==> src/rtl/xnor_correlator.sv <==
// xnor_correlator: two-stage XNOR/popcount correlator with an optional
// run counter and lock FSM, built when XNOR_CORRELATOR_LOCK_EN is defined.
// Ports: clk, rst_n (async, active-low); in_valid_i, a_i, b_i sample in;
// clr_i clears run/lock; out_valid_o, xnor_o, score_o, match_o results;
// locked_o lock status; run_cnt_o consecutive-match count (saturating).
module xnor_correlator #(
  parameter int WIDTH    = 8,
  parameter int THRESH   = WIDTH,
  parameter int LOCK_LEN = 4
) (
  input  logic                       clk,
  input  logic                       rst_n,
  input  logic                       in_valid_i,
  input  logic [WIDTH-1:0]           a_i,
  input  logic [WIDTH-1:0]           b_i,
  input  logic                       clr_i,
  output logic                       out_valid_o,
  output logic [WIDTH-1:0]           xnor_o,
  output logic [$clog2(WIDTH+1)-1:0] score_o,
  output logic                       match_o,
  output logic                       locked_o,
  output logic [7:0]                 run_cnt_o
);

  localparam int SW = $clog2(WIDTH+1);
  localparam logic [SW-1:0] THR = SW'(THRESH);

  logic             valid1_q;
  logic [WIDTH-1:0] x1_q;
  logic [SW-1:0]    pop1;
  logic             match1;

  logic             valid2_q;
  logic [WIDTH-1:0] x2_q;
  logic [SW-1:0]    score_q;
  logic             match_q;

  always_ff @(posedge clk or negedge rst_n) begin
    if (!rst_n) begin
      valid1_q <= 1'b0;
      x1_q     <= '0;
    end else begin
      valid1_q <= in_valid_i;
      if (in_valid_i) begin
        x1_q <= ~(a_i ^ b_i);
      end
    end
  end

  always_comb begin
    pop1 = '0;
    for (int i = 0; i < WIDTH; i++) begin
      pop1 = pop1 + SW'(x1_q[i]);
    end
  end

  assign match1 = (pop1 >= THR);

  always_ff @(posedge clk or negedge rst_n) begin
    if (!rst_n) begin
      valid2_q <= 1'b0;
      x2_q     <= '0;
      score_q  <= '0;
      match_q  <= 1'b0;
    end else begin
      valid2_q <= valid1_q;
      if (valid1_q) begin
        x2_q    <= x1_q;
        score_q <= pop1;
        match_q <= match1;
      end
    end
  end

  assign out_valid_o = valid2_q;
  assign xnor_o      = x2_q;
  assign score_o     = score_q;
  assign match_o     = match_q;

`ifdef XNOR_CORRELATOR_LOCK_EN
  typedef enum logic [1:0] {
    SEARCH,
    TRACK,
    LOCK
  } state_e;

  localparam logic [7:0] LOCK_CNT = 8'(LOCK_LEN);

  state_e     state_q;
  state_e     state_d;
  logic [7:0] run_q;
  logic [7:0] run_d;

  always_ff @(posedge clk or negedge rst_n) begin
    if (!rst_n) begin
      state_q <= SEARCH;
      run_q   <= '0;
    end else begin
      state_q <= state_d;
      run_q   <= run_d;
    end
  end

  // Run/lock advance with the result entering stage 2, so
  // run_cnt_o and locked_o line up with out_valid_o.
  always_comb begin
    state_d = state_q;
    run_d   = run_q;
    if (clr_i) begin
      state_d = SEARCH;
      run_d   = '0;
    end else if (valid1_q) begin
      if (!match1) begin
        state_d = SEARCH;
        run_d   = '0;
      end else begin
        run_d = (run_q == 8'hFF) ? run_q : run_q + 8'd1;
        unique case (state_q)
          SEARCH,
          TRACK:   state_d = (run_d >= LOCK_CNT) ? LOCK : TRACK;
          LOCK:    state_d = LOCK;
          default: state_d = SEARCH;
        endcase
      end
    end
  end

  assign locked_o  = (state_q == LOCK);
  assign run_cnt_o = run_q;
`else
  logic       unused_clr;
  logic [7:0] unused_lock;

  assign unused_clr  = clr_i;
  assign unused_lock = 8'(LOCK_LEN);
  assign locked_o    = 1'b0;
  assign run_cnt_o   = '0;
`endif

endmodule

==> config.mk <==
export PLATFORM = sky130hd
export DESIGN_NAME = xnor_correlator
export DESIGN_NICKNAME = d
export VERILOG_FILES = /design/src/rtl/xnor_correlator.sv
export SDC_FILE = /design/constraint.sdc
export NUM_CORES = 1
export LEC_CHECK = 0
export ABC_CLOCK_PERIOD_IN_PS = 2900
export CELL_PAD_IN_SITES_DETAIL_PLACEMENT = 1
export CELL_PAD_IN_SITES_GLOBAL_PLACEMENT = 2
export CORE_ASPECT_RATIO = 0.5
export CORE_MARGIN = 3
export CORE_UTILIZATION = 25
export CTS_CLUSTER_SIZE = 25
export DETAILED_ROUTE_END_ITERATION = 16
export PLACE_DENSITY_LB_ADDON = 0.25
export REMOVE_ABC_BUFFERS = 1
export SLEW_MARGIN = 15
export SYNTH_ARGS = -nofsm -noshare
export SYNTH_HDL_FRONTEND = slang
export SYNTH_SLANG_ARGS = --single-unit
==> constraint.sdc <==
create_clock -name clk -period 2.9 [get_ports clk]
set_input_delay 0.29 -clock clk [delete_from_list [all_inputs] [get_ports clk]]
set_output_delay 0.29 -clock clk [all_outputs]
set_load 0.05 [all_outputs]
# --- Word level (Yosys, flattened, before mapping) ---
# Cells that the tools add are included.
word_totals:
  inputBits: 20
  output_inout_bits: 23
  register_bits: 23
classes:
  addsub: 7
  n_bitwise: 2
  magnitude_cmp: 1
ops:
  columns: ["cell", "count"]
  rows:
  - ["4-bit by 1-bit adder with 4-bit output", 4]
  - ["8-bit inverter", 1]
  - ["8-bit bitwise XOR", 1]
  - ["3-bit by 1-bit adder with 4-bit output", 1]
  - ["4-bit greater-or-equal comparator (second input constant)", 1]
  - ["2-bit by 1-bit adder with 3-bit output", 1]
  - ["1-bit by 1-bit adder with 2-bit output", 1]

# --- Logic depth before layout (Yosys ltp) ---
logic_depth:
  depth_word: 8
  ltp_mapped: 10

# --- Worst setup path before layout ---
# No wires, ideal clock.
synth_path:
  kind: "register to register"
  startpoint: "reg x1_q[0]"
  endpoint: "reg score_q[2], in the netlist score_o[2]"
  stages_incl_launch_ff: 11
  synth_period_minus_slack_ps: 2948
  t_required_ps: 2775
  path_buffers: 0
  t_arrival_ps: 2823
  slack_ps: -48
  cell_sequence: "dfrtp_1 > fa_1 > inv_1 > fa_1 > fa_1 > inv_1 > ha_1 > inv_1 > fa_1 > xnor2_1 > mux2_4"
synth_via:
  elab_chain_len: 7
synth_lines:
  columns: ["item", "line_no", "rtl"]
  rows:
  - ["start, declared", "29", "logic [WIDTH-1:0] x1_q;"]
  - ["start signal, assigned", "45", "x1_q <= ~(a_i ^ b_i);"]
  - ["1-bit by 1-bit adder with 2-bit output", "53", "pop1 = pop1 + SW'(x1_q[i]);"]
  - ["2-bit by 1-bit adder with 3-bit output", "53", null]
  - ["3-bit by 1-bit adder with 4-bit output", "53", null]
  - ["4-bit by 1-bit adder with 4-bit output (4 in a row)", "53", null]
  - ["end signal, assigned", "69", "score_q <= pop1;"]
  - ["end, declared", "35", "logic [SW-1:0] score_q;"]
# Every way passes these cells.
# A chain may end at the register's enable or synchronous reset.

# --- Final worst setup path ---
# Ends and elaborated chain as after synthesis.

==> impl_metrics.sql <==
INSERT INTO impl_metrics (metric_group, metric, value, unit) VALUES
('cts', 'h-tree-depth', '1', ''),
('placement', 'placedInstanceArea', '0.001526', 'sq mm'),
('critical_path', 'crit_arrival', '3.16', 'ns'),
('cts', 'cts_num_sinks', '23', ''),
('logic_synthesis', 'yosysWarnings', '0', ''),
('placement', 'place.gp.congestion', '0.6324', ''),
('timing', 'final_count_of_pins_violating_max_slew', '0', ''),
('route', 'drt_first_iter_violations', '9', ''),
('die', 'design.die.area', '0.005553', 'sq mm'),
('logic_synthesis', 'synth_top_cells_by_area', 'dfrtp_1, mux2_2, mux2_4', ''),
('final_layout', 'most-common-layout-cells', 'clkdlybuf4s50_1, dfrtp_1, inv_1', ''),
('die', 'core', '0.004184', 'sq mm'),
('logic_synthesis', 'seq_total_area_yosys', '49.52', '%'),
('logic_synthesis', 'synth_top_cell_by_area', 'dfrtp_1', ''),
('die', 'rows', '16', ''),
('run_status', 'violations', 'negative setup slack', ''),
('grt', 'grtUsageTotal', '8.637', '%'),
('min_path', 'holdCritPathClass', 'input pin to async pin', ''),
('timing', 'max-slew-margin-rel', '50.29', '%'),
('power_and_ir_drop', 'cellLeakagePower', '0.7237', 'nW'),
('run', 'timing.max_cap.violations', '0', ''),
('final_layout', 'layout-drive-gt1-share', '20.80', '%'),
('run_status', 'status', 'finished with violations', ''),
('critical_path', 'worst_setup_path_start_kind', 'flop', ''),
('route', 'dr.pass1.iters', '2', ''),
('route', 'antenna_left', '0', ''),
('critical_path', 'worst_ep_required_time', '3.05', 'ns'),
('cts', 'cts-buffers-inserted', '3', ''),
('die', 'floorplan.die.height', '54.22', 'microns'),
('timing', 'max_freq', '332.3', 'MHz'),
('final_layout', 'sequential_cell_area', '575.6', 'sq um'),
('logic_synthesis', 'yosysTopAreaCellShare', '49.52', '%'),
('grt', 'grt_antenna_before_repair', '0', ''),
('final_layout', 'syn2layout_area_growth', '36.28', '%'),
('grt', 'gr-usage-met1', '10.77', '%'),
('power_and_ir_drop', 'design_power_total', '1.311', 'mW'),
('cts', 'hold_buffers', '0', ''),
('cts', 'cts_tree', 'yes', ''),
('grt', 'via_count_of_the_first_global_routing_pass', '719', ''),
('route', 'remaining_drc_errors', '0', ''),
('route', 'vias_per_cell', '3.888', ''),
('timing', 'timing.final.crit_period', '3.009', 'ns'),
('route', 'routed_wirelength', '2.175', 'mm'),
('placement', 'dp.final_hpwl', '1.707', 'mm'),
('final_layout', 'nFillCells', '459', ''),
('final_layout', 'layout.cell_area.non_filler', '0.001584', 'sq mm'),
('die', 'ioPinCount', '43', ''),
('grt', 'overall_overflow_remaining_after_global_route', '0', ''),
('grt', 'grt_max_degree', '24', ''),
('final_layout', 'num_antenna_cells', '0', ''),
('logic_synthesis', 'synthesis.area', '0.001162', 'sq mm'),
('die', 'die_width', '102.4', 'microns'),
('critical_path', 'cp-end-kind', 'flop', ''),
('logic_synthesis', 'synth_cells', '87', ''),
('cts', 'clk_transition_reported_paths', '0.08', 'ns'),
('timing', 'final_setup_vio_count', '1', ''),
('timing', 'hold_violations', '0', ''),
('timing', 'max_slew.worst_pin.slew', '0.7456', 'ns'),
('critical_path', 'setup.worst_path.class', 'flop to flop', ''),
('grt', 'grt_first_pass_wirelength', '3.505', 'mm'),
('power_and_ir_drop', 'irDropWorstVdd', '199.1', 'uV'),
('placement', 'io_buffers', '32', ''),
('grt', 'grt.met3_usage', '3.053', '%'),
('route', 'drt-wirelength-per-cell', '12.15', 'microns'),
('grt', 'top_usage_layer', 'met2', ''),
('cts', 'cts-root-buf', 'clkbuf_8', ''),
('timing', 'layout_worst_path_cycle_share', '103.8', '%'),
('logic_synthesis', 'synth.ff_latch_count', '23', ''),
('route', 'route.vias.total', '696', ''),
('final_layout', 'most_common_cell_after_layout_fill_and_taps_aside', 'clkdlybuf4s50_1', ''),
('final_layout', 'final_core_utilization', '37.86', '%'),
('grt', 'grtUsageMet2', '14.00', '%'),
('logic_synthesis', 'synth_cell_type_count', '16', ''),
('timing', 'final_critical_path_setup_slack', '-0.1091', 'ns'),
('final_layout', 'final_nets', '153', ''),
('timing', 'rsz0062_at_grt', 'yes', ''),
('critical_path', 'worstPathMaxFanout', '2', ''),
('die', 'start_util', '27.78', '%'),
('power_and_ir_drop', 'p_per_area', '827.6', 'mW/mm^2'),
('timing', 'fin_worst_skew', '0.002350', 'ns'),
('cts', 'clockBufferDepth', '2', ''),
('logic_synthesis', 'average_instance_area_after_synthesis', '13.36', 'sq um'),
('final_layout', 'multi_input_area', '489.2', 'sq um'),
('cts', 'worstSkewPairLatency', '0.26', 'ns');
-- cells in the mapped netlist --
cell / number
o22ai_1: 2
mux2_4: 6
buf_2: 1
xor2_1: 4
xnor2_1: 5
mux2_2: 8
dfrtp_1: 23
buf_4: 9
mux2i_1: 5
nand2_2: 1
conb_1: 1
buf_6: 1
a21oi_1: 1
ha_1: 3
fa_1: 4
inv_1: 13
-- kinds of logic after synthesis --
group	synth area share, %
adder cells (fa/ha/maj)	10.12
multiplexers	19.81
other	0.3226
XOR/XNOR	6.781
AND/OR/NAND/NOR	0.5386
flip-flops	49.52
buffers and inverters	11.41
AO/OA/AOI/OAI	1.506
-- cell type report --
type                    count  share of cell area, %
flip-flops and latches     23                  36.33
multi-input cells          48                  30.88
repair buffers             37                  22.59
well taps                  54                  4.265
inverters                  13                  3.081
clock buffers               4                  2.844
-- state kept, by name, indices dropped and copies added, names as in the netlist --
| register | count |
|---|---|
| out_valid_o | 1 |
| valid1_q | 1 |
| score_o | 4 |
| x1_q | 8 |
| xnor_o | 8 |
| match_o | 1 |
-- report_power, final --
part / internal [mW] / switching [mW] / total (mW)
registers: 0.393 / 0.0446 / 0.438
clock network: 0.0979 / 0.0951 / 0.193
logic: 0.295 / 0.385 / 0.680
-- repair_timing --
item | CTS | global route
buffers inserted | 0 | 1
endpoints found under the setup margin | 1 | 2
gates resized for setup | 1 | 2
gates cloned | 0 | 0
-- through the flow --
step                hold WS (ns)  setup WS [ns]  cells  TNS (ns)
detailed placement        0.4932        -0.1506    174   -0.1506
floorplan              -0.005591       -0.04831     84  -0.04831
CTS                       0.3944        -0.1187    178   -0.1233
global route              0.4214        -0.2342    179   -0.3481
global placement          0.4938        -0.1085    174   -0.1085
finish                    0.3913        -0.1091    179   -0.1091
-- worst max-delay path, stage by stage (launching register included) --
cell	delay [ns]
dfrtp_1	0.40
fa_1	0.54
inv_1	0.05
fa_1	0.50
fa_1	0.42
inv_1	0.07
ha_2	0.18
inv_2	0.04
fa_2	0.33
xnor2_1	0.13
mux2_4	0.25
-- final timing paths --
check,startpoint,endpoint,slack (ns),cells past startpoint
worst max-delay path,x1_q[0],score_o[2],-0.11,10
worst min-delay path,rst_n,xnor_o[0],0.39,2
worst max register to register,x1_q[0],score_o[2],-0.11,10
worst min register to register,x1_q[6],xnor_o[6],0.51,1
max in group asynchronous,rst_n,score_o[0],2.27,2
min in group clk,x1_q[6],xnor_o[6],0.51,1
-- per-layer routing --
| metal | part of all wire, % | routed length (microns) |
|---|---|---|
| met1 | 47 | 1029 |
| met2 | 47 | 1024 |
| met3 | 4.4 | 95 |
| met4 | 1.1 | 25 |
| met5 | 0 | 0 |
No activity file was read; power rests on OpenSTA's default activity.
